File: src/rtl/sub4_serial.sv
// -----------------------------------------------------------------------------
// sub4_serial -- bit-serial subtractor with a start/done handshake.
//
// Computes diff = (a - b - borrowIn) mod 2^WIDTH one bit per clock, LSB
// first, over WIDTH clocks. A single full-subtractor cell is reused for every
// bit position. Results are registered on the completing edge and held until
// the next operation completes (or reset).
//
// Optional feature macro: SUB4_SERIAL_OVERFLOW_EN
//   defined   : overflow_o is a registered signed-overflow flag for
//               a - b - borrowIn (two's complement, WIDTH bits).
//   undefined : overflow_o is tied to 0 and no flop is built for it.
//
// Parameters:
//   WIDTH         operand/result width in bits (2..16), default 4
//
// Ports:
//   clk_i         system clock, rising-edge active
//   reset_i       asynchronous, active-high reset
//   start_i       request pulse, honoured only in IDLE or DONE
//   a_i           minuend, sampled on the accepting edge
//   b_i           subtrahend, sampled on the accepting edge
//   borrow_in_i   incoming borrow, sampled on the accepting edge
//   diff_o        registered result (a - b - borrowIn) mod 2^WIDTH
//   borrow_out_o  registered final borrow (unsigned underflow)
//   busy_o        high while bit-steps are in progress
//   done_o        one-cycle completion pulse
//   overflow_o    signed overflow flag (0 unless SUB4_SERIAL_OVERFLOW_EN)
// -----------------------------------------------------------------------------
module sub4_serial #(
    parameter int WIDTH = 4
) (
    input  logic             clk_i,
    input  logic             reset_i,
    input  logic             start_i,
    input  logic [WIDTH-1:0] a_i,
    input  logic [WIDTH-1:0] b_i,
    input  logic             borrow_in_i,
    output logic [WIDTH-1:0] diff_o,
    output logic             borrow_out_o,
    output logic             busy_o,
    output logic             done_o,
    output logic             overflow_o
);

    localparam int CNT_W = (WIDTH > 1) ? $clog2(WIDTH) : 1;
    localparam logic [CNT_W-1:0] LAST_STEP = CNT_W'(WIDTH - 1);
    localparam logic [CNT_W-1:0] CNT_ONE   = CNT_W'(1);

    typedef enum logic [1:0] {
        IDLE = 2'd0,
        RUN  = 2'd1,
        DONE = 2'd2
    } state_t;

    state_t           state_q;

    // The minuend register doubles as the working register: each step it
    // shifts right, consuming its LSB, while the new difference bit enters
    // at the MSB. After WIDTH steps it holds the complete result.
    logic [WIDTH-1:0] a_q;
    logic [WIDTH-1:0] b_q;
    logic             brw_q;
    logic [CNT_W-1:0] cnt_q;

    logic [WIDTH-1:0] diff_q;
    logic             borrow_out_q;
    logic             busy_q;
    logic             done_q;

    // One full-subtractor step on the current LSBs.
    logic             d_bit_d;
    logic             brw_d;
    logic [WIDTH-1:0] a_d;
    logic [WIDTH-1:0] b_d;
    logic             last_step_d;

    assign d_bit_d     = a_q[0] ^ b_q[0] ^ brw_q;
    assign brw_d       = (~a_q[0] & b_q[0]) | (~(a_q[0] ^ b_q[0]) & brw_q);
    assign a_d         = {d_bit_d, a_q[WIDTH-1:1]};
    assign b_d         = {1'b0, b_q[WIDTH-1:1]};
    assign last_step_d = (cnt_q == LAST_STEP);

`ifdef SUB4_SERIAL_OVERFLOW_EN
    // On the final step the original operand MSBs have reached bit 0 of the
    // shift registers, and d_bit_d is the result MSB, so the overflow test
    // needs no extra storage for the operand sign bits.
    logic ovf_q;
    logic ovf_d;
    assign ovf_d = (a_q[0] != b_q[0]) && (d_bit_d != a_q[0]);
`endif

    always_ff @(posedge clk_i or posedge reset_i) begin
        if (reset_i) begin
            state_q      <= IDLE;
            a_q          <= '0;
            b_q          <= '0;
            brw_q        <= 1'b0;
            cnt_q        <= '0;
            diff_q       <= '0;
            borrow_out_q <= 1'b0;
            busy_q       <= 1'b0;
            done_q       <= 1'b0;
`ifdef SUB4_SERIAL_OVERFLOW_EN
            ovf_q        <= 1'b0;
`endif
        end else begin
            case (state_q)
                // IDLE and DONE are both ready states; DONE additionally
                // allows a back-to-back accept in its single cycle.
                IDLE, DONE: begin
                    done_q <= 1'b0;
                    if (start_i) begin
                        a_q     <= a_i;
                        b_q     <= b_i;
                        brw_q   <= borrow_in_i;
                        cnt_q   <= '0;
                        busy_q  <= 1'b1;
                        state_q <= RUN;
                    end else begin
                        busy_q  <= 1'b0;
                        state_q <= IDLE;
                    end
                end

                // start_i is deliberately not looked at here.
                RUN: begin
                    a_q   <= a_d;
                    b_q   <= b_d;
                    brw_q <= brw_d;
                    cnt_q <= cnt_q + CNT_ONE;
                    if (last_step_d) begin
                        diff_q       <= a_d;
                        borrow_out_q <= brw_d;
`ifdef SUB4_SERIAL_OVERFLOW_EN
                        ovf_q        <= ovf_d;
`endif
                        busy_q       <= 1'b0;
                        done_q       <= 1'b1;
                        state_q      <= DONE;
                    end
                end

                default: begin
                    busy_q  <= 1'b0;
                    done_q  <= 1'b0;
                    state_q <= IDLE;
                end
            endcase
        end
    end

    assign diff_o       = diff_q;
    assign borrow_out_o = borrow_out_q;
    assign busy_o       = busy_q;
    assign done_o       = done_q;

`ifdef SUB4_SERIAL_OVERFLOW_EN
    assign overflow_o = ovf_q;
`else
    assign overflow_o = 1'b0;
`endif

endmodule

File: config.mk
export PLATFORM = sky130hd
export DESIGN_NAME = sub4_serial
export DESIGN_NICKNAME = d
export VERILOG_FILES = /design/src/rtl/sub4_serial.sv
export SDC_FILE = /design/constraint.sdc
export NUM_CORES = 1
export LEC_CHECK = 0
export CAP_MARGIN = 20
export CORE_MARGIN = 2
export CORE_UTILIZATION = 55
export CTS_BUF_LIST = sky130_fd_sc_hd__clkbuf_4
export DETAILED_ROUTE_END_ITERATION = 10
export PLACE_DENSITY = 0.86
export SLEW_MARGIN = 20
export SYNTH_ARGS = -nofsm -noshare
export SYNTH_HDL_FRONTEND = slang
export SYNTH_SLANG_ARGS = --single-unit
File: constraint.sdc
create_clock -name clk_i -period 3.7 [get_ports clk_i]
set_input_delay 0.74 -clock clk_i [delete_from_list [all_inputs] [get_ports clk_i]]
set_output_delay 0.74 -clock clk_i [all_outputs]
set_load 0.1 [all_outputs]
==> impl_metrics.ini, run 1 <==
[yosys]
synth_area_sq_um = 896
netlist_instances = 79
synth_nets = 93
syn_avg_cell_area_sq_um = 11.3
ys_types = 25
yosysSeqAreaShare_pct = 53.1
synth-seq-cells = 19
yosysWarnings = 0

[setup_path]
path_class = reg -> out
critPathBufInv = 1
slowest_delay_ps = 1170
cp.required_ps = 2960
path_cells = clkdlybuf4s50_1
crit_fanout = 6
crit_family = buffers and inverters
rrSetupSlack_ps = 2300
critPathSlowestCell = clkdlybuf4s50_1
cp-end-kind = output pin
critical_path_arrival_ps = 1940
r2r-end = a_q[3]$_DFFE_PP0P_
critPathLaunchType = flip-flop
ff2ff_path_depth = 3
rr_startpoint = state_q[0]$_DFFE_PP0P_

[cells_and_area]
final_nets = 111
drive_above_1_share_pct = 17.7
areaGrowthSynthToFinish_pct = 21.2
diodes = 0

[run]
maxCapViolations = 0

[run_status]
status = finished, final reports clean

[global_route]
grt_pass1_wl_microns = 2920
met3_usage_pct = 2.86
grt_busiest_layer = met2
grt_overflow = 0
grt_use_met2_pct = 32.9
grtUsageMet1_pct = 27.8
track_usage_pct = 20.9
grt_max_degree = 20
antenna_found_initial = 0
grt_pass1_vias = 650

[placed_design]
place.gp.congestion = 0.743
io_buffers = 18
dp_hpwl_microns = 1160

[sta]
post-route-min-period_ps = 2680
slew-limit-headroom_pct = 35.0
max_slew.worst_pin.slew_ps = 973
finalCritPeriodShare_pct = 72.5
finClkSkew_ps = 5.90
fmax_mhz = 373
hold_viol = 0
tns_ps = 0
setup_viol = 0
finalMaxSlewViolations = 0
rsz0062_at_grt = false

[min_path]
min_delay_path_depth = 2
hold_end = diff_o[0]$_DFFE_PP0P_
min_from = diff_o[0]$_DFFE_PP0P_
hold_class = reg -> reg

[routing]
vias = 621
wl_per_cell_microns = 15.0
first_pass_iters = 4
wirelength_microns = 1680
ant_nets = 0
drt_iter0_markers = 14
drc = 0
vias_per_cell = 5.54

[clock_tree]
clock-root-buffer = clkbuf_4
cts_buffers = 3
cts_htree_levels = 1
cts_setup_buffers = 0
clk_pin_slew_ps = 110
hold_buffers = 0
cts_tree = built
cts_sinks = 19
ctsResizeCount = 0
cts_buffer_depth = 2
clock_latency_ps = 300

[floorplanning]
die_y_microns = 44.4
io_pins = 20
die_x_microns = 44.4
start_util_pct = 58.8
die_area_sq_um = 1970
coreArea_sq_um = 1520
rows = 14
[cell type report]
type,instances,area (sq um)
sequential,19,475
fill,109,438
multi-input combinational,44,339
timing repair buffer,18,180
inverter,11,41.3
clock buffer,4,30.0
tap,16,20.0
[sequential cells by signal, indices dropped and copies added (netlist names)]
name,cells
a_q,4
b_q,4
borrow_out_o,1
brw_q,1
busy_o,1
cnt_q,2
diff_o,4
state_q,2
[how the worst max path moves through the flow]
stage / from / end / slack [ps] / depth (start not counted)
floorplan: state_q[1]$_DFFE_PP0P_ / diff_o[1]$_DFFE_PP0P_ / 1930 / 2
global placement: state_q[1]$_DFFE_PP0P_ / done_o / 1380 / 1
detailed placement: state_q[1]$_DFFE_PP0P_ / done_o / 1360 / 1
CTS: state_q[1]$_DFFE_PP0P_ / done_o / 1000 / 1
global route: state_q[1]$_DFFE_PP0P_ / done_o / 960 / 1
finish: state_q[1]$_DFFE_PP0P_ / done_o / 1020 / 1
[worst min-delay path, stage by stage, from the launching register on]
cell,delay [ps]
dfrtp_1,360
nand2_1,50
o21ai_0,70
[routing by layer]
layer / up-vias / part of all wire (%)
met4: 0 / 2.3
met5: - / 0
met1: 294 / 44
met3: 5 / 5.0
met2: 24 / 48
li1: 298 / -
[stage by stage]
stage                     instances  utilization [%]  instance area (sq um)  setup slack [ps]  hold slack, ps
after floorplan                  79                -                    896              1930             466
after global placement          108             69.3                   1060              1380             465
after detailed placement        108             69.3                   1060              1360             473
after CTS                       112             71.3                   1090              1000             502
after global routing            112             71.3                   1090               956             536
final                           112             71.3                   1090              1020             510
[cells in the final DEF, fill, tap and decap left out, drive strengths merged]
master / n
a211oi: 2
a21oi: 8
a22o: 1
and2: 1
clkbuf: 4
clkdlybuf4s50: 18
conb: 1
dfrtp: 19
fa: 1
ha: 1
inv: 11
mux2: 4
mux2i: 1
nand2: 3
nand2b: 2
nand3: 2
nand3b: 1
nor2: 1
nor2b: 2
o21ai: 6
o22ai: 6
o31ai: 1
[synthesized netlist by cell type]
master | instances | area share, %
buf_4 | 1 | 0.84
mux2_2 | 4 | 5.0
nand3_1 | 2 | 1.1
nand2b_1 | 1 | 0.70
nand3b_4 | 1 | 2.2
nor2b_1 | 2 | 1.4
buf_2 | 2 | 1.1
a21oi_2 | 6 | 5.9
fa_1 | 1 | 2.2
nand2b_4 | 1 | 1.5
dfrtp_1 | 19 | 53
a211oi_1 | 2 | 1.7
o31ai_1 | 1 | 0.84
o21ai_0 | 6 | 3.4
conb_1 | 1 | 0.42
nand2_1 | 3 | 1.3
a21oi_1 | 2 | 1.1
inv_1 | 11 | 4.6
mux2i_1 | 1 | 1.1
and2_4 | 1 | 0.98
a22o_1 | 1 | 0.98
o22ai_1 | 6 | 4.2
ha_1 | 1 | 1.4
buf_6 | 2 | 2.5
nor2_1 | 1 | 0.42
[cell families after synthesis]
kind of cell,after synthesis,share of synthesized area (%)
AO/OA/AOI/OAI,24,18.0
flip-flops,19,53.1
buffers and inverters,16,9.08
AND/OR/NAND/NOR,12,9.64
multiplexers,5,6.14
adder cells (fa/ha/maj),2,3.63
other,1,0.419
Power of run 1 is not shown: default switching activity piles up to over one toggle a cycle in this logic, so the estimate is an artifact.
==> run 2: changes to the inputs <==
CORE_UTILIZATION = 46   (was 55)
PLACE_DENSITY = 0.77   (was 0.86)
clock period = 2.36 ns   (was 3.7 ns; I/O delays follow)
==> run 2 against run 1 <==
  * Sequential share of layout area is 0.25 points higher
  * Global-route usage is 4.7 points lower
  * Critical path depth stayed put
  * Final cell count is 8.0% higher
  * Count of clock-buffer cells in the layout stayed put
  * Design area is 0.58% lower
  * Routed wire length is 6.3% lower
  * Critical path type unchanged
==> impl_metrics.ini, run 2 (synthesis gave the netlist of run 1 again) <==
[global_route]
grt_max_degree = 20
grt_overflow = 0
grt_pass1_wl_microns = 2490
antenna_found_initial = 0
track_usage_pct = 16.3
grt_pass1_vias = 573

[routing]
drt_iter0_markers = 14
wirelength_microns = 1580
vias_per_cell = 5.13
ant_nets = 0
vias = 621
first_pass_iters = 4
wl_per_cell_microns = 13.0
drc = 0

[clock_tree]
clk_pin_slew_ps = 100
cts_setup_buffers = 0
cts_sinks = 19
hold_buffers = 0
clock_latency_ps = 290
cts_tree = built
cts_buffer_depth = 2
cts_htree_levels = 1
cts_buffers = 3
clock-root-buffer = clkbuf_4
ctsResizeCount = 0

[setup_path]
slowest_delay_ps = 470
cp.required_ps = 1890
critPathSlowestCell = dfrtp_1
crit_fanout = 6
critPathLaunchType = flip-flop
critPathBufInv = 1
cp-end-kind = output pin
crit_family = flip-flops
path_cells = buf_4
path_class = reg -> out
critical_path_arrival_ps = 1100

[sta]
rsz0062_at_grt = false
slew-limit-headroom_pct = 53.6
finalMaxSlewViolations = 0
finalCritPeriodShare_pct = 66.6
hold_viol = 0
post-route-min-period_ps = 1570
fmax_mhz = 636
finClkSkew_ps = 6.78
tns_ps = 0
max_slew.worst_pin.slew_ps = 695
setup_viol = 0

[floorplanning]
rows = 15
io_pins = 20
start_util_pct = 50.2
die_area_sq_um = 2320
coreArea_sq_um = 1780
die_y_microns = 48.1
die_x_microns = 48.1

[min_path]
hold_class = reg -> reg

[placed_design]
io_buffers = 18
place.gp.congestion = 0.731
dp_hpwl_microns = 1160

[cells_and_area]
final_core_util_pct = 60.6
diodes = 0
final_nets = 111
final_cell_mix = dfrtp_1, inv_1, clkdlybuf4s50_1, buf_4
fillers = 157
layout_commonest_cell = dfrtp_1
areaGrowthSynthToFinish_pct = 20.5
drive_above_1_share_pct = 25.0

[run_status]
status = finished, final reports clean

[run]
maxCapViolations = 0
## run 2: final cells by class
type,instances,area (sq um),area share (%)
well taps,25,31.3,2.90
multi-input cells,44,339,31.4
flip-flops and latches,19,475,44.0
clock buffers,4,30.0,2.78
repair buffers,18,163,15.1
inverters,11,41.3,3.82
## run 2: final timing paths
| path | startpoint | to | slack, ps | depth (start not counted) |
|---|---|---|---|---|
| worst max register to register | state_q[0]$_DFFE_PP0P_ | b_q[2]$_DFFE_PP0P_ | 990 | 3 |
| worst max-delay path | state_q[1]$_DFFE_PP0P_ | done_o | 790 | 1 |
| min in group asynchronous | reset_i | busy_o$_DFFE_PP0P_ | 580 | 2 |
| max in group asynchronous | reset_i | diff_o[0]$_DFFE_PP0P_ | 1340 | 2 |
| worst min-delay path | diff_o[0]$_DFFE_PP0P_ | diff_o[0]$_DFFE_PP0P_ | 490 | 2 |
| worst min register to register | diff_o[0]$_DFFE_PP0P_ | diff_o[0]$_DFFE_PP0P_ | 490 | 2 |
## run 2: metal layers
layer,GRT usage (%),share of wire [%],wire length [microns],vias to the layer above
li1,-,-,-,300
met1,19.7,44,693,291
met2,28.0,46,730,25
met3,2.59,7.4,117,5
met4,8.11,2.3,36,0
met5,0,0,0,-
## run 2: worst reg2reg max path, delay by kind of cell, from the launching register on
family	cells	cell delay (ps)
and+or+nand+nor	2	680
DFF	1	510
AOI/OAI and AO/OA	1	70
## run 2: stage by stage
stage,area (sq um),setup slack [ps],hold slack (ps),std cells
after floorplan,896,593,423,79
after global placement,1050,730,470,117
after detailed placement,1050,689,474,117
after CTS,1080,786,497,121
after global routing,1080,752,527,121
final,1080,787,494,121
Power of run 2 is left out for the same reason.
==> run 3: changes to the inputs <==
clock period = 1.4 ns   (was 2.36 ns; I/O delays follow)
==> run 3 against run 2 <==
  * First-iteration DRC count is 79% lower
  * Global-route usage increased by 0.19 points
  * Die area unchanged
  * Critical path depth rose by 2
  * Register-to-register slack worse by 920 ps
  * Sequential cell count is the same
  * Critical path type is now reg -> reg
  * Largest cell class unchanged
  * Highest routed layer unchanged
==> impl_metrics.ini, run 3 (synthesis gave the netlist of run 1 again) <==
[run_status]
status = finished, final reports clean

[global_route]
grt_pass1_vias = 603
grt_pass1_wl_microns = 2580
met3_usage_pct = 4.07
grt_use_met2_pct = 26.1
grt_overflow = 0
grtUsageMet1_pct = 20.9
grt_max_degree = 20
grt_busiest_layer = met2
antenna_found_initial = 0
track_usage_pct = 16.4

[floorplanning]
start_util_pct = 50.2
io_pins = 20
die_y_microns = 48.1
rows = 15
die_area_sq_um = 2320
die_x_microns = 48.1
coreArea_sq_um = 1780

[setup_path]
critPathLaunchType = flip-flop
critPathSlowestCell = fa_2
cp.required_ps = 1590
crit_fanout = 2
rrSetupSlack_ps = 70
cp-end-kind = flip-flop
slowest_delay_ps = 460
path_cells = inv_1 > fa_2 > mux2_2
path_class = reg -> reg
critical_path_arrival_ps = 1520

[cells_and_area]
final_nets = 114
stdcell_area_sq_um = 1200
final_cell_mix = dfrtp_1, inv_1, clkdlybuf4s50_1, buf_12
diodes = 0
areaGrowthSynthToFinish_pct = 33.8
layout_commonest_cell = dfrtp_1
drive_above_1_share_pct = 30.3

[routing]
drt_iter0_markers = 3
ant_nets = 0
wirelength_microns = 1630
vias_per_cell = 4.90
first_pass_iters = 4
vias = 607
wl_per_cell_microns = 13.1
drc = 0

[clock_tree]
hold_buffers = 0
cts_setup_buffers = 0
clock-root-buffer = clkbuf_4
cts_htree_levels = 1
clk_pin_slew_ps = 100
cts_buffers = 3
ctsResizeCount = 0
cts_sinks = 19
cts_tree = built
clock_latency_ps = 290
cts_buffer_depth = 2

[run]
maxCapViolations = 0

[sta]
post-route-min-period_ps = 1330
rsz0062_at_grt = false
finalMaxSlewViolations = 0
hold_viol = 0
fmax_mhz = 752
finalCritPeriodShare_pct = 95.0
finClkSkew_ps = 1.11
setup_viol = 0

[placed_design]
place_area_sq_um = 1160
place.gp.congestion = 0.743
dp_hpwl_microns = 1210
io_buffers = 18

[min_path]
hold_class = in -> async
==> run 3: cell types whose count changed in the layout (fill, tap and decap cells not counted) <==
cell / before / now
buf_4: 7 / 3
fa_2: 0 / 1
buf_12: 0 / 7
fa_1: 1 / 0
nand2b_2: 0 / 1
dfrtp_1: 19 / 18
nand2b_1: 1 / 0
dfrtp_4: 0 / 1
==> run 3: final timing paths <==
check	endpoint	start	cells after the start
max	diff_o[3]$_DFFE_PP0P_	b_q[0]$_DFFE_PP0P_	3
min	busy_o$_DFFE_PP0P_	reset_i	3
max reg2reg	diff_o[3]$_DFFE_PP0P_	b_q[0]$_DFFE_PP0P_	3
min reg2reg	cnt_q[0]$_DFFE_PP0P_	cnt_q[0]$_DFFE_PP0P_	1
max in group asynchronous	state_q[1]$_DFFE_PP0P_	reset_i	3
min in group clk_i	cnt_q[0]$_DFFE_PP0P_	cnt_q[0]$_DFFE_PP0P_	1
==> run 3: area by class of cell <==
type / count / area, sq um
Sequential cell: 19 / 479
Clock buffer: 4 / 30.0
Multi-Input combinational cell: 44 / 344
Tap cell: 25 / 31.3
Inverter: 11 / 41.3
Fill cell: 142 / 584
Timing Repair Buffer: 21 / 273
==> run 3: layer usage <==
metal	vias up	share of wire (%)
li1	307	-
met1	279	45
met2	17	48
met3	4	5.0
met4	0	1.8
met5	-	0
==> run 3: stage by stage <==
step / hold slack (ps) / worst slack (ps) / instances / utilization, % / TNS [ps]
2_1_floorplan: 231 / 71.9 / 79 / - / 0
3_5_place_dp: 502 / -60.7 / 120 / 65.3 / -330
5_1_grt: 344 / 25.2 / 124 / 67.2 / 0
3_3_place_gp: 485 / -11.1 / 120 / 65.3 / -56.9
4_1_cts: 298 / 61.4 / 124 / 66.9 / 0
6_report: 297 / 69.4 / 124 / 67.2 / 0
==> run 3: critical path: cells and delay by family, from the launching register on <==
family	cells	cell delay [ps]
muxes	1	270
buffers and inverters	1	120
adders and majority gates	1	460
DFF	1	380
Power of run 3 is left out for the same reason.
